`src/rtl/tdm_demux_pkg.sv`:
```
// Shared types and constants for the 1:4 TDM demultiplexer.
package tdm_demux_pkg;
  localparam int unsigned NUM_SLOTS = 4;
  localparam int unsigned SLOT_W    = 2;

  typedef enum logic {
    HUNT    = 1'b0,
    COLLECT = 1'b1
  } state_e;

  typedef logic [SLOT_W-1:0] slot_t;

  localparam slot_t LAST_SLOT = slot_t'(NUM_SLOTS - 1);
endpackage

```
`src/rtl/tdm_frame_buf.sv`:
```
// Shadow registers for slots 0..2 plus the 4-lane output frame and its valid/ready handshake.
module tdm_frame_buf
  import tdm_demux_pkg::*;
#(
  parameter int unsigned W = 8
) (
  input  logic         clk,
  input  logic         rst_n,
  input  logic         wr_en_i,
  input  slot_t        wr_slot_i,
  input  logic [W-1:0] wr_data_i,
  input  logic         out_ready_i,
  output logic [W-1:0] out_a_o,
  output logic [W-1:0] out_b_o,
  output logic [W-1:0] out_c_o,
  output logic [W-1:0] out_d_o,
  output logic         out_valid_o
);

  logic [NUM_SLOTS-2:0][W-1:0] shadow_q, shadow_d;
  logic [NUM_SLOTS-1:0][W-1:0] frame_q, frame_d;
  logic                        valid_q, valid_d;

  always_ff @(posedge clk) begin
    if (!rst_n) begin
      shadow_q <= '0;
      frame_q  <= '0;
      valid_q  <= 1'b0;
    end else begin
      shadow_q <= shadow_d;
      frame_q  <= frame_d;
      valid_q  <= valid_d;
    end
  end

  // A completing frame overrides a same-cycle consume, so out_valid stays high with no bubble.
  always_comb begin
    shadow_d = shadow_q;
    frame_d  = frame_q;
    valid_d  = valid_q;
    if (valid_q && out_ready_i) valid_d = 1'b0;
    if (wr_en_i) begin
      if (wr_slot_i == LAST_SLOT) begin
        frame_d = {wr_data_i, shadow_q[2], shadow_q[1], shadow_q[0]};
        valid_d = 1'b1;
      end else begin
        for (int unsigned i = 0; i < NUM_SLOTS - 1; i++) begin
          if (wr_slot_i == slot_t'(i)) shadow_d[i] = wr_data_i;
        end
      end
    end
  end

  assign out_a_o     = frame_q[0];
  assign out_b_o     = frame_q[1];
  assign out_c_o     = frame_q[2];
  assign out_d_o     = frame_q[3];
  assign out_valid_o = valid_q;

endmodule

```
`src/rtl/tdm_demux_1to4.sv`:
```
// 1:4 TDM demultiplexer: framing FSM, slot counter and error pulse.
// Optional saturating error counter on err_cnt when TDM_DEMUX_ERR_CNT_EN is defined.
module tdm_demux_1to4
  import tdm_demux_pkg::*;
#(
  parameter int unsigned W         = 8,
  parameter int unsigned ERR_CNT_W = 8
) (
  input  logic                 clk,
  input  logic                 rst_n,
  input  logic [W-1:0]         in_data,
  input  logic                 in_sof,
  input  logic                 in_valid,
  output logic                 in_ready,
  output logic [W-1:0]         out_a,
  output logic [W-1:0]         out_b,
  output logic [W-1:0]         out_c,
  output logic [W-1:0]         out_d,
  output logic                 out_valid,
  input  logic                 out_ready,
`ifdef TDM_DEMUX_ERR_CNT_EN
  output logic [ERR_CNT_W-1:0] err_cnt,
`endif
  output logic                 frame_err
);

  state_e state_q, state_d;
  slot_t  slot_q, slot_d;
  logic   err_q, err_d;
  logic   accept;
  logic   wr_en;
  slot_t  wr_slot;

  always_ff @(posedge clk) begin
    if (!rst_n) begin
      state_q <= HUNT;
      slot_q  <= '0;
      err_q   <= 1'b0;
    end else begin
      state_q <= state_d;
      slot_q  <= slot_d;
      err_q   <= err_d;
    end
  end

  // Only the slot-3 write needs the output register, so only it can stall.
  assign in_ready = !((slot_q == LAST_SLOT) && out_valid && !out_ready);
  assign accept   = in_valid && in_ready;

  always_comb begin
    state_d = state_q;
    slot_d  = slot_q;
    if (accept) begin
      unique case (state_q)
        HUNT: begin
          if (in_sof) begin
            slot_d  = slot_t'(1);
            state_d = COLLECT;
          end
        end
        COLLECT: begin
          if (in_sof) begin
            slot_d = slot_t'(1);
          end else if (slot_q == '0) begin
            slot_d  = '0;
            state_d = HUNT;
          end else begin
            slot_d = slot_q + slot_t'(1);
          end
        end
        default: begin
          slot_d  = '0;
          state_d = HUNT;
        end
      endcase
    end
  end

  always_comb begin
    wr_en   = 1'b0;
    wr_slot = slot_q;
    err_d   = 1'b0;
    if (accept) begin
      if (in_sof) begin
        wr_en   = 1'b1;
        wr_slot = '0;
        err_d   = (state_q == COLLECT) && (slot_q != '0);
      end else if (state_q == COLLECT) begin
        if (slot_q == '0) err_d = 1'b1;
        else              wr_en = 1'b1;
      end
    end
  end

  assign frame_err = err_q;

  tdm_frame_buf #(
    .W(W)
  ) u_frame_buf (
    .clk        (clk),
    .rst_n      (rst_n),
    .wr_en_i    (wr_en),
    .wr_slot_i  (wr_slot),
    .wr_data_i  (in_data),
    .out_ready_i(out_ready),
    .out_a_o    (out_a),
    .out_b_o    (out_b),
    .out_c_o    (out_c),
    .out_d_o    (out_d),
    .out_valid_o(out_valid)
  );

`ifdef TDM_DEMUX_ERR_CNT_EN
  logic [ERR_CNT_W-1:0] err_cnt_q, err_cnt_d;

  always_ff @(posedge clk) begin
    if (!rst_n) err_cnt_q <= '0;
    else        err_cnt_q <= err_cnt_d;
  end

  always_comb begin
    err_cnt_d = err_cnt_q;
    if (err_d && (err_cnt_q != '1)) err_cnt_d = err_cnt_q + ERR_CNT_W'(1);
  end

  assign err_cnt = err_cnt_q;
`endif

endmodule

```
`config.mk`:
```
export PLATFORM = sky130hd
export DESIGN_NAME = tdm_demux_1to4
export DESIGN_NICKNAME = d
export VERILOG_FILES = /design/src/rtl/tdm_demux_pkg.sv /design/src/rtl/tdm_frame_buf.sv /design/src/rtl/tdm_demux_1to4.sv
export SDC_FILE = /design/constraint.sdc
export NUM_CORES = 1
export LEC_CHECK = 0
export BUFFER_PORTS_ARGS = -buffer_cell sky130_fd_sc_hd__buf_2
export CAP_MARGIN = 20
export CORE_MARGIN = 1.5
export CORE_UTILIZATION = 35
export DETAILED_ROUTE_END_ITERATION = 12
export PLACE_DENSITY = 0.56
export SLEW_MARGIN = 20
export SYNTH_ARGS = -nofsm -noshare
export SYNTH_HDL_FRONTEND = slang
export SYNTH_SLANG_ARGS = --single-unit
```
`constraint.sdc`:
```
create_clock -name clk -period 2.9 [get_ports clk]
set_clock_uncertainty 0.2 [all_clocks]
set_input_delay 0.29 -clock clk [delete_from_list [all_inputs] [get_ports clk]]
set_output_delay 0.29 -clock clk [all_outputs]
set_load 0.02 [all_outputs]
```
==> flow_metrics.tcl <==
set metrics [dict create \
    synth.cell_area_um2 2310 \
    placement_rows 29 \
    first_global_vias 1613 \
    r2r_cells 5 \
    die_area_um2 7110 \
    place_hpwl_mm 3.15 \
    gpl.final_weighted_congestion 0.720 \
    top_cell_type_s_share_of_synthesized_area_pct 52.8 \
    setup_tns_ns 0 \
    post_synthesis_register_bit_count 61 \
    track_usage_pct 14.6 \
    hold_depth 3 \
    clkSinkCount 61 \
    port_buffers 47 \
    outcome "completed" \
    final-hold-violation-count 0 \
    min_to "u_frame_buf.shadow_q[15]" \
    synth.top_cells.by_count "sky130_fd_sc_hd__nand2_1, sky130_fd_sc_hd__dfxtp_1, sky130_fd_sc_hd__mux2i_1" \
    synthFlopType "sky130_fd_sc_hd__dfxtp_1" \
    setup.worst_path.class "flip-flop to flip-flop" \
    areaGrowthSynthToFinish_pct 21.6 \
    netlist_instances 227 \
    tritoncts "yes" \
    hold_class "input port to flip-flop" \
    crit-reg2reg-capture "u_frame_buf.shadow_q[18]" \
    drive_above_1_share_pct 25.0 \
    worst_slew_margin_relative_to_its_limit_pct 55.7 \
    clock_latency_ns 0.33 \
    cts.repair.resized 0 \
    num_antenna_cells 0 \
    avgViaCountPerCell 4.73 \
    die_width_um 84.3 \
    irDropWorstVdd_mv 0.235 \
    top_level_ports 48 \
    min_period_ns 2.36 \
    report.power.total_mw 1.59 \
    wl_per_cell_um 13.3 \
    grt_overflow_total 0 \
    avgSynthCellArea_um2 10.2 \
    yosys_warnings 0 \
    critical_path_maximum_fanout 8 \
    synthesis.nets 243 \
    timing.rr.start "slot_q[0]" \
    sequential_cell_area_um2 1220 \
    detail_route.first_pass.iterations 5 \
    antenna_found_initial 0 \
    p_leak_nw 1.27 \
    route.antenna.remaining_nets 0 \
    cp_data_arrival_time_ns 2.36 \
    tightestPinTransition_ns 0.663 \
    max_freq_ghz 0.425 \
    report.final.slew_viol_count 0 \
    nets 291 \
    placeableCoreArea_um2 6390 \
    final_min_period_over_clock_period_pct 81.2 \
    grt_pass1_wl_mm 7.99 \
    clock_tree.buffer_depth 2 \
    final.fill_count 638 \
    drc 0 \
    fp.dieH_um 84.3 \
    end_kind "flip-flop" \
    timing.critical_path.required_ns 2.90 \
    max-cap-violations 0 \
    min-delay-start "in_data[7]" \
    cts.reportedPaths.clkPinSlew_ns 0.06 \
    power_per_cell_area_nw_per_um2 565 \
    drt-initial-drc-count 72 \
    synth_enable_flop_cells 0 \
    multiInputGateArea_um2 1030 \
    yosys-top-cells-area "sky130_fd_sc_hd__dfxtp_1, sky130_fd_sc_hd__mux2i_1, sky130_fd_sc_hd__nand2_1" \
    r2r_setup_slack_ns 0.54 \
    route.vias.total 1688 \
    cts_setup_buffers 0 \
    setup_viol 0 \
    grt_start_max_net_pins 38 \
    worstSetupStartpointType "flip-flop" \
    yosysMostFrequentCell "sky130_fd_sc_hd__nand2_1" \
    number_of_distinct_library_cells_after_synthesis 25 \
    ys_async_rst_share_pct 0 \
    synth.yosys.seq_area_share_pct 52.8 \
    cts_buffers 9 \
    yosys_top_cell_by_area "sky130_fd_sc_hd__dfxtp_1" \
    floorplan.initialDensity_pct 36.2 \
    clock_tree.root_cell "sky130_fd_sc_hd__clkbuf_8" \
    drt_wl_total_mm 4.75 \
    hold_buffers 0 \
    cts.htree.levels 3 \
    grt_setup_unrepaired "false" \
]
-- stage by stage --
| step | utilization (%) | instances | instance area [µm²] | setup slack [ns] | hold WS, ns |
|---|---|---|---|---|---|
| 2_1_floorplan | - | 227 | 2310 | 0.840 | 0.242 |
| 5_1_grt | 44.1 | 357 | 2820 | 0.385 | 0.109 |
| 6_report | 44.1 | 357 | 2820 | 0.545 | 0.0912 |
| 3_5_place_dp | 41.3 | 341 | 2640 | 0.562 | 0.243 |
| 4_1_cts | 44.1 | 357 | 2820 | 0.545 | 0.0851 |
| 3_3_place_gp | 41.3 | 341 | 2640 | 0.630 | 0.242 |
-- metal layers --
layer  GRT usage [%]  vias to the layer above  routed length [µm]
met5               0                        -                   0
met4            9.09                        0                 133
met3            3.44                       11                 175
met2            22.2                       39                2060
met1            18.8                      781                2380
li1                -                      857                   -
-- cell families after synthesis --
family,synth area share (%)
buf+inv,3.14
compound gates,2.49
fa+ha+maj,1.62
mux,24.2
flops,52.8
simple gates,15.4
xor+xnor,0.378
-- placed cells by master (no fill, tap or decap) --
master / instances
sky130_fd_sc_hd__nand4bb_1: 1
sky130_fd_sc_hd__xor2_1: 1
sky130_fd_sc_hd__nor4b_1: 2
sky130_fd_sc_hd__clkbuf_1: 1
sky130_fd_sc_hd__and3b_1: 1
sky130_fd_sc_hd__or3_1: 1
sky130_fd_sc_hd__a31oi_1: 1
sky130_fd_sc_hd__dfxtp_1: 61
sky130_fd_sc_hd__or4_1: 1
sky130_fd_sc_hd__or3b_1: 1
sky130_fd_sc_hd__buf_12: 1
sky130_fd_sc_hd__o211ai_2: 1
sky130_fd_sc_hd__ha_1: 3
sky130_fd_sc_hd__buf_4: 3
sky130_fd_sc_hd__clkbuf_8: 11
sky130_fd_sc_hd__o221a_2: 1
sky130_fd_sc_hd__nor3_1: 1
sky130_fd_sc_hd__nor3_4: 1
sky130_fd_sc_hd__and2_1: 1
sky130_fd_sc_hd__clkinvlp_4: 1
sky130_fd_sc_hd__a41o_1: 1
sky130_fd_sc_hd__buf_2: 47
sky130_fd_sc_hd__o22ai_1: 2
sky130_fd_sc_hd__mux2i_1: 56
sky130_fd_sc_hd__inv_1: 4
sky130_fd_sc_hd__nand2_1: 69
sky130_fd_sc_hd__nor2_1: 1
sky130_fd_sc_hd__o21ai_0: 1
sky130_fd_sc_hd__nand4_2: 1
sky130_fd_sc_hd__clkinv_2: 3
-- worst max-delay path, cell delays in order, from the launching register on --
cell and delay [ns]:
sky130_fd_sc_hd__dfxtp_1 0.44, sky130_fd_sc_hd__inv_1 0.09, sky130_fd_sc_hd__ha_1 0.28, sky130_fd_sc_hd__or3b_1 0.36, sky130_fd_sc_hd__or4_1 0.66, sky130_fd_sc_hd__mux2i_1 0.20
-- flip-flops by register name (all words and copies together), names as in the netlist --
name,flops
u_frame_buf.shadow_q,24
u_frame_buf.out_a_o,8
u_frame_buf.out_c_o,8
slot_q,2
frame_err,1
state_q,1
u_frame_buf.out_d_o,8
u_frame_buf.out_b_o,8
u_frame_buf.out_valid_o,1
-- where the power goes --
part	leakage [nW]	switching, mW	total (mW)	internal (mW)
logic	0.684	0.0425	0.0669	0.0244
clock network	0.0921	0.320	0.672	0.352
registers	0.493	0.00467	0.851	0.846
total	1.27	0.367	1.59	1.22
-- layout make-up --
cell class	instances	share of cell area [%]
well taps	77	3.42
multi-input cells	148	36.5
clock buffers	12	5.51
clock inverters	4	0.800
flip-flops and latches	61	43.4
repair buffers	51	9.87
inverters	4	0.533
-- worst max path at each step --
stage	startpoint	to	slack (ns)	cells after the start
final	slot_q[0]	u_frame_buf.shadow_q[18]	0.54	5
after global routing	slot_q[0]	u_frame_buf.shadow_q[18]	0.38	5
after CTS	slot_q[0]	u_frame_buf.shadow_q[22]	0.55	5
after detailed placement	slot_q[0]	u_frame_buf.shadow_q[18]	0.56	5
after global placement	slot_q[0]	u_frame_buf.shadow_q[18]	0.63	5
after floorplan	slot_q[0]	u_frame_buf.shadow_q[16]	0.84	6
Note: power is estimated with default switching activity, not from simulation.
